--- config.mk ---
export PLATFORM = sky130hd
export DESIGN_NAME = stack_drainer_flat
export DESIGN_NICKNAME = d
export VERILOG_FILES = /design/src/rtl/stack_drainer_if.sv /design/src/rtl/stack_drainer.sv /design/src/flat_wrapper.sv
export SDC_FILE = /design/constraint.sdc
export NUM_CORES = 1
export LEC_CHECK = 0
export CAP_MARGIN = 40
export CORE_MARGIN = 2
export CORE_UTILIZATION = 47
export CTS_CLUSTER_DIAMETER = 60
export DETAILED_ROUTE_END_ITERATION = 7
export HOLD_SLACK_MARGIN = 0.08
export MAX_ROUTING_LAYER = met4
export PLACE_DENSITY = 0.85
export RECOVER_POWER = 100
export SYNTH_ARGS = -nofsm -noshare
export SYNTH_HDL_FRONTEND = slang
export SYNTH_SLANG_ARGS = --single-unit
--- constraint.sdc ---
create_clock -name clk -period 2.8 [get_ports clk]
set_input_delay 0.56 -clock clk [delete_from_list [all_inputs] [get_ports clk]]
set_output_delay 0.56 -clock clk [all_outputs]
set_load 0.05 [all_outputs]
--- src/rtl/stack_drainer_if.sv ---
// Command, stack-side and output-stream signals of the LIFO drain engine.
// The drainer connects through the slave modport; its environment uses master.
interface stack_drainer_if #(
  parameter int DATA_WIDTH = 32,
  parameter int DEPTH      = 16,
  parameter int CNT_WIDTH  = $clog2(DEPTH + 1)
);
  logic                  cmd_valid;
  logic                  cmd_ready;
  logic [CNT_WIDTH-1:0]  cmd_count;
  logic                  cmd_all;
  logic                  stk_pop;
  logic [DATA_WIDTH-1:0] stk_data;
  logic                  stk_empty;
  logic                  out_valid;
  logic                  out_ready;
  logic [DATA_WIDTH-1:0] out_data;
  logic                  out_last;
  logic                  busy;
  logic                  done;
  logic                  underflow;
  logic [CNT_WIDTH-1:0]  drained_count;

  modport slave (
    input  cmd_valid, cmd_count, cmd_all, stk_data, stk_empty, out_ready,
    output cmd_ready, stk_pop, out_valid, out_data, out_last, busy, done,
           underflow, drained_count
  );

  modport master (
    output cmd_valid, cmd_count, cmd_all, stk_data, stk_empty, out_ready,
    input  cmd_ready, stk_pop, out_valid, out_data, out_last, busy, done,
           underflow, drained_count
  );
endinterface

--- src/rtl/stack_drainer.sv ---
// Read-side engine for the LIFO stack: pops N entries (or until empty) on a command
// and streams them top-first on a valid/ready interface, one word every two cycles.
module stack_drainer #(
  parameter int DATA_WIDTH = 32,
  parameter int DEPTH      = 16,
  parameter int CNT_WIDTH  = $clog2(DEPTH + 1)
) (
  input  logic            clk,
  input  logic            rst,
  stack_drainer_if.slave  bus
);

  typedef enum logic [1:0] {
    IDLE   = 2'd0,
    FETCH  = 2'd1,
    SEND   = 2'd2,
    FINISH = 2'd3
  } state_t;

  state_t                state_q, state_d;
  logic                  mode_all_q, mode_all_d;
  logic [CNT_WIDTH-1:0]  remaining_q, remaining_d;
  logic [CNT_WIDTH-1:0]  drained_count_q, drained_count_d;
  logic [DATA_WIDTH-1:0] out_data_q, out_data_d;
  logic                  cmd_ready_q, cmd_ready_d;
  logic                  busy_q, busy_d;
  logic                  out_valid_q, out_valid_d;
  logic                  done_q, done_d;
  logic                  underflow_q, underflow_d;

  logic send_last;
  logic out_fire;

  // stk_empty is sampled live in SEND so it already reflects the pop just taken.
  assign send_last = (state_q == SEND) &&
                     ((!mode_all_q && (remaining_q == '0)) || bus.stk_empty);
  assign out_fire  = out_valid_q && bus.out_ready;

  always_comb begin
    state_d         = state_q;
    mode_all_d      = mode_all_q;
    remaining_d     = remaining_q;
    drained_count_d = drained_count_q;
    out_data_d      = out_data_q;
    underflow_d     = 1'b0;

    case (state_q)
      IDLE: begin
        if (bus.cmd_valid && cmd_ready_q) begin
          remaining_d     = bus.cmd_count;
          mode_all_d      = bus.cmd_all;
          drained_count_d = '0;
          if (!bus.cmd_all && (bus.cmd_count == '0)) begin
            state_d = FINISH;
          end else begin
            state_d = FETCH;
          end
        end
      end

      FETCH: begin
        if (bus.stk_empty) begin
          state_d     = FINISH;
          underflow_d = !mode_all_q;
        end else begin
          out_data_d = bus.stk_data;
          if (!mode_all_q && (remaining_q != '0)) begin
            remaining_d = remaining_q - CNT_WIDTH'(1);
          end
          state_d = SEND;
        end
      end

      SEND: begin
        if (out_fire) begin
          drained_count_d = drained_count_q + CNT_WIDTH'(1);
          if (send_last) begin
            state_d = FINISH;
            // Counted mode ending on an empty stack still owes words.
            underflow_d = !mode_all_q && (remaining_q != '0);
          end else begin
            state_d = FETCH;
          end
        end
      end

      FINISH: begin
        state_d = IDLE;
      end

      default: begin
        state_d = IDLE;
      end
    endcase

    cmd_ready_d = (state_d == IDLE);
    busy_d      = (state_d != IDLE);
    out_valid_d = (state_d == SEND);
    done_d      = (state_d == FINISH);
  end

  always_ff @(posedge clk or posedge rst) begin
    if (rst) begin
      state_q         <= IDLE;
      mode_all_q      <= 1'b0;
      remaining_q     <= '0;
      drained_count_q <= '0;
      out_data_q      <= '0;
      cmd_ready_q     <= 1'b1;
      busy_q          <= 1'b0;
      out_valid_q     <= 1'b0;
      done_q          <= 1'b0;
      underflow_q     <= 1'b0;
    end else begin
      state_q         <= state_d;
      mode_all_q      <= mode_all_d;
      remaining_q     <= remaining_d;
      drained_count_q <= drained_count_d;
      out_data_q      <= out_data_d;
      cmd_ready_q     <= cmd_ready_d;
      busy_q          <= busy_d;
      out_valid_q     <= out_valid_d;
      done_q          <= done_d;
      underflow_q     <= underflow_d;
    end
  end

  assign bus.cmd_ready     = cmd_ready_q;
  assign bus.busy          = busy_q;
  assign bus.out_valid     = out_valid_q;
  assign bus.out_data      = out_data_q;
  assign bus.out_last      = send_last;
  assign bus.done          = done_q;
  assign bus.underflow     = underflow_q;
  assign bus.drained_count = drained_count_q;
  assign bus.stk_pop       = (state_q == FETCH) && !bus.stk_empty;

endmodule

--- src/flat_wrapper.sv ---
// flat-port wrapper written by rule: the top's interface ports become plain ports
module stack_drainer_flat 
#(
  parameter int DATA_WIDTH = 32,
  parameter int DEPTH      = 16,
  parameter int CNT_WIDTH  = $clog2(DEPTH + 1)
)
  (clk, rst, bus_cmd_valid, bus_cmd_count, bus_cmd_all, bus_stk_data, bus_stk_empty, bus_out_ready, bus_cmd_ready, bus_stk_pop, bus_out_valid, bus_out_data, bus_out_last, bus_busy, bus_done, bus_underflow, bus_drained_count);
  stack_drainer_if #(.DATA_WIDTH(DATA_WIDTH), .DEPTH(DEPTH), .CNT_WIDTH(CNT_WIDTH)) bus_i ();
  input  logic clk;
  input  logic rst;
  input wire logic [$bits(bus_i.cmd_valid)-1:0] bus_cmd_valid;
  input wire logic [$bits(bus_i.cmd_count)-1:0] bus_cmd_count;
  input wire logic [$bits(bus_i.cmd_all)-1:0] bus_cmd_all;
  input wire logic [$bits(bus_i.stk_data)-1:0] bus_stk_data;
  input wire logic [$bits(bus_i.stk_empty)-1:0] bus_stk_empty;
  input wire logic [$bits(bus_i.out_ready)-1:0] bus_out_ready;
  output wire logic [$bits(bus_i.cmd_ready)-1:0] bus_cmd_ready;
  output wire logic [$bits(bus_i.stk_pop)-1:0] bus_stk_pop;
  output wire logic [$bits(bus_i.out_valid)-1:0] bus_out_valid;
  output wire logic [$bits(bus_i.out_data)-1:0] bus_out_data;
  output wire logic [$bits(bus_i.out_last)-1:0] bus_out_last;
  output wire logic [$bits(bus_i.busy)-1:0] bus_busy;
  output wire logic [$bits(bus_i.done)-1:0] bus_done;
  output wire logic [$bits(bus_i.underflow)-1:0] bus_underflow;
  output wire logic [$bits(bus_i.drained_count)-1:0] bus_drained_count;
  assign bus_i.cmd_valid = bus_cmd_valid;
  assign bus_i.cmd_count = bus_cmd_count;
  assign bus_i.cmd_all = bus_cmd_all;
  assign bus_i.stk_data = bus_stk_data;
  assign bus_i.stk_empty = bus_stk_empty;
  assign bus_i.out_ready = bus_out_ready;
  assign bus_cmd_ready = bus_i.cmd_ready;
  assign bus_stk_pop = bus_i.stk_pop;
  assign bus_out_valid = bus_i.out_valid;
  assign bus_out_data = bus_i.out_data;
  assign bus_out_last = bus_i.out_last;
  assign bus_busy = bus_i.busy;
  assign bus_done = bus_i.done;
  assign bus_underflow = bus_i.underflow;
  assign bus_drained_count = bus_i.drained_count;
  stack_drainer #(.DATA_WIDTH(DATA_WIDTH), .DEPTH(DEPTH), .CNT_WIDTH(CNT_WIDTH)) u_core (.clk(clk), .rst(rst), .bus(bus_i));
endmodule
==> impl_results.md <==
* Slew @ Worst Pin at 1120 ps
* Synthesized area at 2260 µm²
* Routed wire length at 5.40 mm
* Worst r2r src: u_core.state_q[1]
* CTS buffer count at 5
* Crit Path Class: reg2out
* Rel. slew slack at 25.1%
* Netlist cell types at 42
* Worst Hold Class: reg2reg
* Seq/Total Area, Yosys at between 50% and 60%
* Synth top area cells: dfrtp_1 54%, mux2_2 16%, ha_1 3.3%
* Area Growth Syn to Fin at 44.7%
* Hold path start: u_core.bus.out_data[18]
* Rows at 25
* Slowest cell on crit path: or4b_4
* Die X at 73.4 µm
* DR pass1 iterations at 4
* Finished Core Util at 69.7%
* Drc violations at 0
* Leakage dissipation at between 1 and 1.5 nW
* Status: finished, final reports clean
* Worst skew pair latency at 300 ps
* Crit path cell chain: inv_1 -> ha_1 -> or4b_4 -> nor2_1 -> nor2_1 -> nor2_1 -> buf_12
* Met2 WL at around 2.8 mm
* Setup tns final at 0 ps
* Initial Utilization at between 40% and 50%
* Async SR Flop Fraction at 100%
* Global-route wire length before repair at 8.48 mm
* Die height at around 73 µm
* Overall die area at roughly 5400 µm²
* CP Launch Type: flop
* Unrepaired setup endpoints after global routing: false
* Synth Instances at 186
* Pins Over Slew Limit at 0
* Setup crit start: u_core.remaining_q[0]
* Max Fanout on Critical Path at 7
* Vias/cell at approximately 5.4
* Max layer used: met4
* Antenna violations before repair at 0
* GRT Overall Usage at about a fifth
* Multi-input gate area at approximately 940 µm²
* Htree depth at 2
* Post-synthesis mux area share at 16.4%
* Ys Warns at 0
* Vias in the first global route at 1797
* Final period util at around 93%
* CTS tree: built
* Vias at 1797
* Peak VDD IR at 0.000808 V
* Seq cells post-synth at 50
* Xor and xnor area share after synthesis at less than 1%
* Routed wire per std cell at around 16 µm
* EDFF count, synth at 0
* Final antenna-violating net count at 0
* WL met1 at 2.22 mm
* DR iter-0 viols at 82
* Compound-Gate Fraction of Synth Area at approximately 11%
* Syn Nets at 235
* Fillers at approximately 360
* CTS root buffer: clkbuf_8
* Commonest cells after routing, fill and taps aside: 49 x dfrtp_1, 43 x dlygate4sd3_1, 41 x clkdlybuf4s50_1
* Clk_skew at 7.20 ps
* Syn_area_per_cell at 12.2 µm²
* Yosys top cell area share at a little over half
* Met3 wire len at ~210 µm
* Post-DP HPWL at 4.09 mm
* Crit path time final at 2590 ps
* Largest family of logic cells by synthesized area: multiplexers
* Clk buf depth at 2
* Dominant synthesized flop cell: dfrtp_1
* Post-Synth Adder-Cell Area at 3.32%
* Worst EP arrival at slightly above 2000 ps
* Fmax at 0.386 GHz
* Crit-path most repeated cell: nor2_1
* Simple-gate area share of the yosys netlist at between 10 and 15%
* Largest stage delay, worst path at 530 ps
* Maxcap violations at 0
* Commonest non-fill, non-tap cell in the layout: dfrtp_1
* Yosys top cell by area: dfrtp_1
* CP Capture Type: output port
* Num ports at 87
* Antenna diode count at 0
* Post-CTS Setup Bufs at 0
* Clk slew on worst S/H paths at 90 ps
* Clk sinks at 50
* Core area at 4690 µm²
* FF+latch area at 1250 µm²
* CP required at between 2000 and 2500 ps
* Largest net degree at the start of global routing at 32
* Count of final setup violators at 0
* Grt ovf at 0
* Ratio of cells with drive above 1 in the final layout at approximately 18%
* PortBufs at 86
* Fin. Hold Viols at 0
* Nets at 327
* RePlAce Congestion at 0.925
* PD cells at 1270 nW/µm²
logic make-up (layout without fill, tap and decap cells):
group                      after synthesis  count (layout)
and+or+nand+nor                         45              45
muxes                                   33              33
xor gates and xnor gates                 1               1
buffers and inverters                   16             109
adders and majority gates                6               6
DFF                                     50              50
AOI/OAI and AO/OA                       35              35
metal layers:
| layer | vias to the layer above | GRT usage (%) |
|---|---|---|
| li1 | 850 | - |
| met1 | 891 | 26.6 |
| met2 | 47 | 33.1 |
| met3 | 9 | 3.43 |
| met4 | 0 | 11.1 |
| met5 | - | - |
cell type report:
cell class	count	area share (%)
clock buffer	8	2.75
inverter	10	1.15
multi-input combinational	120	28.7
sequential	50	38.3
tap	54	2.07
timing repair buffer	91	27.0
worst paths after layout:
check / to / slack [ps] / cells past startpoint
worst max register to register: u_core.bus.out_data[17] / 370 / 5
worst min register to register: u_core.bus.out_data[18] / 510 / 1
worst min-delay path: u_core.bus.out_data[18] / 510 / 1
min in group asynchronous: u_core.bus.out_data[13] / 980 / 2
worst max-delay path: bus_out_last / 210 / 7
max in group asynchronous: u_core.bus.out_data[25] / 720 / 3
cells in the mapped netlist (all sizes together) (2+ instances only):
cell	count
a21oi	12
a31o	2
and2	2
and3	2
buf	4
clkbuf	2
dfrtp	49
ha	6
inv	10
mux2	33
nand2	5
nand2b	3
nand3	3
nand4	2
nor2	11
nor2b	3
nor3	5
nor4	2
o211ai	3
o21ai	9
or3	2
registers in the layout, indices dropped and copies added, names as in the netlist, 2 cells and up:
register                  flops
u_core.bus.out_data          32
u_core.bus.drained_count      5
u_core.remaining_q            5
u_core.state_q                2
power by group:
group	switching, mW	leakage [nW]	internal [mW]
registers	0.198	0.597	1.06
logic	1.62	0.764	0.853
clock network	0.226	0.0455	0.202
total	2.04	1.41	2.11
through the flow:
| stage | instance area [µm²] | total power [mW] | hold slack (ps) | std cells | setup slack (ps) |
|---|---|---|---|---|---|
| floorplan | 2260 | 3.02 | 497 | 186 | 283 |
| global placement | 3220 | 3.85 | 488 | 325 | 500 |
| detailed placement | 3220 | 3.90 | 494 | 325 | 471 |
| CTS | 3310 | 4.33 | 514 | 333 | 128 |
| global route | 3270 | 4.38 | 521 | 333 | 80.8 |
| finish | 3270 | 4.16 | 505 | 333 | 206 |
critical path, delay by kind of cell, from the launching register on:
family | cells | cell delay [ps]
adder cells (fa/ha/maj) | 1 | 180
AND/OR/NAND/NOR | 4 | 870
flip-flops | 1 | 420
buffers and inverters | 2 | 260
timing repair:
item	CTS	global route
resized for setup	0	1
hold buffers	0	0
endpoints found under the setup margin	0	1
Note: power is estimated with default switching activity, not from simulation.
